<file path="src/rtl/alu_rs.sv">
// ALU reservation station: buffers decoded ALU ops, snoops the CDB for pending operands,
// dispatches one ready entry per cycle and pairs the ALU result with its RoB tag.
module alu_rs #(
  parameter int RS_SIZE   = 8,
  parameter int ROB_WIDTH = 4
) (
  input  logic                 clk_in,
  input  logic                 rst_in,
  input  logic                 rdy_in,
  input  logic                 RoB_clear,
  input  logic                 issue_valid,
  input  logic [5:0]           issue_op,
  input  logic [31:0]          issue_vj,
  input  logic                 issue_qj_valid,
  input  logic [ROB_WIDTH-1:0] issue_qj,
  input  logic [31:0]          issue_vk,
  input  logic                 issue_qk_valid,
  input  logic [ROB_WIDTH-1:0] issue_qk,
  input  logic [31:0]          issue_imm,
  input  logic [ROB_WIDTH-1:0] issue_rob_id,
  output logic                 full,
  input  logic                 cdb_valid,
  input  logic [ROB_WIDTH-1:0] cdb_rob_id,
  input  logic [31:0]          cdb_value,
  output logic [31:0]          alu_vj,
  output logic [31:0]          alu_vk,
  output logic [31:0]          alu_imm,
  output logic [5:0]           alu_op,
  output logic                 alu_waiting,
  input  logic                 alu_finish,
  input  logic [31:0]          alu_value,
  output logic                 result_valid,
  output logic [ROB_WIDTH-1:0] result_rob_id,
  output logic [31:0]          result_value
);

  localparam int IDX_W = (RS_SIZE > 1) ? $clog2(RS_SIZE) : 1;

  logic [RS_SIZE-1:0]   busy;
  logic [RS_SIZE-1:0]   qj_valid;
  logic [RS_SIZE-1:0]   qk_valid;
  logic [5:0]           op     [RS_SIZE];
  logic [31:0]          vj     [RS_SIZE];
  logic [31:0]          vk     [RS_SIZE];
  logic [31:0]          imm    [RS_SIZE];
  logic [ROB_WIDTH-1:0] qj     [RS_SIZE];
  logic [ROB_WIDTH-1:0] qk     [RS_SIZE];
  logic [ROB_WIDTH-1:0] rob_id [RS_SIZE];

  logic [RS_SIZE-1:0]   ready;
  logic [IDX_W-1:0]     free_idx;
  logic [IDX_W-1:0]     disp_idx;
  logic                 disp_found;
  logic                 issue_fire;
  logic                 bypass_j;
  logic                 bypass_k;

  logic                 stage1_valid;
  logic                 stage2_valid;
  logic [ROB_WIDTH-1:0] stage1_tag;
  logic [ROB_WIDTH-1:0] stage2_tag;

  assign ready      = busy & ~qj_valid & ~qk_valid;
  assign full       = &busy;
  assign disp_found = |ready;
  assign issue_fire = issue_valid && !full;
  assign bypass_j   = cdb_valid && issue_qj_valid && (cdb_rob_id == issue_qj);
  assign bypass_k   = cdb_valid && issue_qk_valid && (cdb_rob_id == issue_qk);

  // Scanning downward lets the lowest index win for both the free slot and the dispatch pick.
  always_comb begin
    free_idx = '0;
    disp_idx = '0;
    for (int i = RS_SIZE - 1; i >= 0; i--) begin
      if (!busy[i])
        free_idx = IDX_W'(i);
      if (ready[i])
        disp_idx = IDX_W'(i);
    end
  end

  always_ff @(posedge clk_in) begin
    if (!rst_in || RoB_clear) begin
      busy         <= '0;
      qj_valid     <= '0;
      qk_valid     <= '0;
      alu_vj       <= '0;
      alu_vk       <= '0;
      alu_imm      <= '0;
      alu_op       <= '0;
      alu_waiting  <= 1'b0;
      stage1_valid <= 1'b0;
      stage2_valid <= 1'b0;
      stage1_tag   <= '0;
      stage2_tag   <= '0;
    end else if (rdy_in) begin
      for (int i = 0; i < RS_SIZE; i++) begin
        if (busy[i] && cdb_valid) begin
          if (qj_valid[i] && (qj[i] == cdb_rob_id)) begin
            vj[i]       <= cdb_value;
            qj_valid[i] <= 1'b0;
          end
          if (qk_valid[i] && (qk[i] == cdb_rob_id)) begin
            vk[i]       <= cdb_value;
            qk_valid[i] <= 1'b0;
          end
        end
      end

      if (disp_found) begin
        alu_vj         <= vj[disp_idx];
        alu_vk         <= vk[disp_idx];
        alu_imm        <= imm[disp_idx];
        alu_op         <= op[disp_idx];
        alu_waiting    <= 1'b1;
        busy[disp_idx] <= 1'b0;
        stage1_tag     <= rob_id[disp_idx];
      end else begin
        alu_waiting <= 1'b0;
      end
      stage1_valid <= disp_found;
      stage2_valid <= stage1_valid;
      stage2_tag   <= stage1_tag;

      // A free slot is never busy, so this cannot collide with the dispatch or snoop writes.
      if (issue_fire) begin
        busy[free_idx]     <= 1'b1;
        op[free_idx]       <= issue_op;
        imm[free_idx]      <= issue_imm;
        rob_id[free_idx]   <= issue_rob_id;
        qj[free_idx]       <= issue_qj;
        qk[free_idx]       <= issue_qk;
        vj[free_idx]       <= bypass_j ? cdb_value : issue_vj;
        vk[free_idx]       <= bypass_k ? cdb_value : issue_vk;
        qj_valid[free_idx] <= issue_qj_valid && !bypass_j;
        qk_valid[free_idx] <= issue_qk_valid && !bypass_k;
      end
    end
  end

  assign result_valid  = alu_finish && stage2_valid;
  assign result_rob_id = stage2_tag;
  assign result_value  = alu_value;

endmodule
</file>
<file path="config.mk">
export PLATFORM = sky130hd
export DESIGN_NAME = alu_rs
export DESIGN_NICKNAME = d
export VERILOG_FILES = /design/src/rtl/alu_rs.sv
export SDC_FILE = /design/constraint.sdc
export NUM_CORES = 1
export LEC_CHECK = 0
export CAP_MARGIN = 15
export CELL_PAD_IN_SITES_DETAIL_PLACEMENT = 0
export CELL_PAD_IN_SITES_GLOBAL_PLACEMENT = 2
export CORE_MARGIN = 3
export CORE_UTILIZATION = 43
export CTS_CLUSTER_DIAMETER = 150
export CTS_CLUSTER_SIZE = 16
export DETAILED_ROUTE_END_ITERATION = 8
export PLACE_DENSITY = 0.78
export SKIP_CTS_REPAIR_TIMING = 1
export SKIP_LAST_GASP = 1
export SLEW_MARGIN = 20
export SYNTH_ARGS = -nofsm -noshare
export SYNTH_HDL_FRONTEND = slang
export SYNTH_SLANG_ARGS = --single-unit
</file>
<file path="constraint.sdc">
create_clock -name clk_in -period 6.2 [get_ports clk_in]
set_input_delay 1.24 -clock clk_in [delete_from_list [all_inputs] [get_ports clk_in]]
set_output_delay 1.24 -clock clk_in [all_outputs]
set_load 0.02 [all_outputs]
</file>
==> results.txt <==
The flow ran to the end, and the final reports show no timing, DRC or antenna violations. Yosys mapped a number of flops with a built-in enable equal to roughly 910. The commonest cells after synthesis are edfxtp_1, mux2_2, a21oi_1, a22oi_1, o211ai_1.

The area of placed instances came out at 0.04991 mm2. The combinational share of power is about 4.6%. edfxtp_1 takes more of the synthesized area than any other cell. The height of the chip came out at ~330 um. The longest clock path from root to sink contains 3 buffers. Across all setup checks in the final design, the least slack found is 2.074 ns. The fraction of the yosys area taken by sequential cells is between 60% and 70%. The share of synthesized cell area in and, or, nand and nor gates is 4.628%. The clock latency on the worst-skew pair is 0.67 ns. The signal on the critical path passes through clkdlybuf4s50_1 > nand3_1 > nor3b_1 > nand2_1 > nor2_4 > buf_4 > mux2_2. At the pin with the least slew margin, the transition time is between 1 and 1.5 ns. The maximum operating frequency is 0.2423 GHz.

The total track usage is 25.22%. The half-perimeter wire length after placement came out at 80.42 mm. The minimum clock period is 4.126 ns.

The H-tree depth reported by CTS came out at 3. The xor and xnor area share after synthesis came out at under 10%. The layout-stage area growth over the synthesis result is 13.14%. Data on the critical path is required at its endpoint by 6.60 ns. The classification of the worst-slack hold path is flip-flop to flip-flop. The die footprint is about 0.11 mm2. The number of buffers inserted by port buffering came out at between 200 and 300. Once layout is done, the placed cells without fillers occupy between 0.05 and 0.06 mm2.

In the post-synthesis netlist, the cell with the most instances is edfxtp_1. The sequential fraction of design power is about three fifths. STA classifies the critical path endpoint as a flip-flop.

Entering global routing, the biggest net connects 166 pins. The arrival time of data at the critical path endpoint came out at between 4 and 5 ns. For met2 alone, demand over resource in global routing was 41.92%. The setup total negative slack came out at 0 ns.

The first detailed-routing pass took 5 iterations. The top cell type's share of synthesized area came out at 59.48%. The critical path launch point type is an input pin. The fraction of met3 tracks used by global routing is under 10%. The count of placed standard cells in the final layout, fillers left out came out at around 4700. The number of synthesized register bits is around 1000. The number of inserted filler cells in the final layout is 9104.

The initial antenna violation count came to 19. The synthesized-area fraction occupied by adder cells came out at 0%. The overflow left after global routing came out at 0. The worst voltage drop across the vdd grid is approximately 0.00017 V. The detailed router finished its first iteration with between 2000 and 3000 violations.

By area the synthesized netlist is led by edfxtp_1, mux2_2, dfxtp_1. The core occupancy in the finished layout came out at 49.28%. Clock tree synthesis selected as its root buffer the cell clkbuf_16. The worst hold slack is between 0.4 and 0.5 ns. The DRC violations left came out at 0. The tool flagged a number of max-cap violations equal to 0. After detailed routing, the number of vias per cell comes to 6.259. The switching power summed over all nets is ~2.8 mW.

The synthesized netlist occupies a cell area of 0.04604 mm2. The met1 usage in global routing came out at 33.86%. For this block, the via count after detailed routing is just under 30000. After global routing, the most crowded layer is met2.

The dominant combinational cell family by area after synthesis is multiplexers. Across the whole layout, storage elements account for about 0.03 mm2. The share of power burned in the clock network came out at between 30% and 40%. Measured against its own limit, the worst slew margin works out to between 20% and 30%. The weighted congestion at the end of routability-driven global placement came out at between 0.8 and 0.9. Yosys mapped the design onto between 40 and 50 distinct sky130hd cell types. Setup violations remaining at the end of the flow were counted as 0. The worst-case clock skew is 0.02477 ns. The remaining antenna violation count is 0. The critical setup path kind is input pin to flip-flop. The mux contribution to synthesized area is between 10% and 20%. TritonCTS built the clock tree. The post-synthesis cell count came out at approximately 3200. In this run the horizontal extent of the chip is 333.2 um. Setup repair after global routing left no endpoint under its margin.

After floorplanning, the core was sized to cover roughly 0.11 mm2. The max-slew violation total from the final report came to 0. The critical-path maximum fanout is 32. In the synthesized netlist the dominant register cell turns out to be edfxtp_1.

The post-synthesis net count came out at roughly 3400. The share of the clock period used by the worst path after layout is about 67%. A synthesized cell averages 14.56 um2. The via count of the first global-routing pass was about 30000. The total placed cells including tap cells is around 4600.

The cell-internal power came out at 10.26 mW. The setup slack after placement came out at 1.201 ns. The largest incremental delay on the critical path came out at 0.90 ns. The share of the synthesized area in compound gates (AO/OA/AOI/OAI) came out at about 13%. The total power per unit cell area came out at roughly 250 mW/mm2. The total CTS buffers came out at 75. The global-route wire length before repair came out at between 200 and 250 mm.

The fraction of power spent switching nets is approximately a fifth. The wire length reported by the detailed router came out at approximately 140 mm. After layout, the design draws a total of roughly 13 mW.

The leakage power figure is ~17 nW. The fraction of layout cells with a size suffix above 1 is between 10% and 20%. The total clock sinks is 1048.

The synthesis warning total came out at 0. The footprint of the multi-input gates is approximately 0.015 mm2. Clock-pin slew was measured on the worst setup and hold paths at about 0.07 ns.

For this design, the slowest cell found on the critical path is nor3b_1. The final count of hold timing violations came out at 0. The placement row count came out at roughly 120. The starting utilization of the core area is 43.55%.

Dividing the detail-routed wire length by the instance count gives slightly above 30 um. In this run the count of I/O pins placed on the die edge is approximately 330. The async set or reset register ratio after synthesis is 0%. The number of nets in the final layout is ~3500.
[registers in the layout, indices dropped and copies added, names as in the netlist, 4 cells and up]
signal and flops:
vj 256, qk_valid 8, imm 256, alu_vj 32, alu_op 6, alu_imm 32, qj_valid 8, busy 8
rob_id 32, op 48, result_rob_id 4, qk 32, vk 256, qj 32, alu_vk 32, stage1_tag 4
[cell usage in the layout (no fill, tap or decap), types with 4 or more instances in the layout]
| cell type | netlist | layout |
|---|---|---|
| a21oi_1 | 237 | 236 |
| xnor2_1 | 18 | 18 |
| nor2_1 | 62 | 36 |
| nand2_2 | 0 | 7 |
| mux2_1 | 101 | 101 |
| dfxtp_1 | 136 | 136 |
| clkbuf_16 | 0 | 76 |
| nor4_1 | 18 | 16 |
| buf_4 | 59 | 69 |
| clkdlybuf4s50_1 | 0 | 263 |
| buf_12 | 0 | 10 |
| a32o_1 | 105 | 105 |
| inv_2 | 0 | 4 |
| edfxtp_1 | 912 | 912 |
| nand2_1 | 26 | 19 |
| and3_1 | 211 | 211 |
| o211ai_1 | 213 | 213 |
| nor3b_1 | 7 | 7 |
| a22oi_1 | 226 | 226 |
| buf_2 | 88 | 4 |
| nor2_4 | 0 | 26 |
| nand3_1 | 27 | 27 |
| xor2_1 | 54 | 54 |
| o21ai_0 | 20 | 20 |
| mux2_2 | 411 | 411 |
| diode_2 | 0 | 10 |
| mux2i_1 | 5 | 5 |
| clkbuf_1 | 170 | 53 |
[power by group through the flow]
stage | clock, mW | combinational (mW) | sequential (mW)
detailed placement | 0 | 0.592 | 7.84
global route | 5.08 | 0.641 | 7.68
floorplan | 0 | 0.308 | 7.85
CTS | 4.86 | 0.595 | 7.68
global placement | 0 | 0.572 | 7.84
finish | 4.76 | 0.595 | 7.68
[layout make-up]
type	instances	share of cell area (%)
multi-input combinational	1784	28.12
antenna	10	0.04804
tap	1391	3.341
inverter	7	0.05044
clock buffer	129	4.033
clock inverter	6	0.1441
sequential	1048	57.80
timing repair buffer	346	6.470
[layer usage]
layer  wire [um]  vias to the layer above
li1            -                    12750
met1       58430                    15220
met2       69970                     1314
met3       10910                      252
met4        3853                       14
met5          88                        -
[critical path: cells and delay by family]
kind / cells / cell delay (ns)
buf+inv: 2 / 1.12
mux: 1 / 0.42
simple gates: 4 / 1.69
[worst paths after layout]
kind | startpoint | end | slack [ns] | depth (start not counted)
worst min register to register | alu_imm[5] | alu_imm[5] | 0.47 | 1
worst max register to register | busy[4] | alu_vj[3] | 2.18 | 8
worst max-delay path | issue_valid | vk[3][3] | 2.07 | 7
worst min-delay path | alu_imm[5] | alu_imm[5] | 0.47 | 1
[kinds of logic (layout without fill, tap and decap cells)]
logic type,count (synthesis),in the layout
other,0,10
buffers and inverters,331,488
flip-flops,1048,1048
XOR/XNOR,72,72
multiplexers,517,517
AO/OA/AOI/OAI,816,816
AND/OR/NAND/NOR,379,379
(Power assumes the default switching activity.)
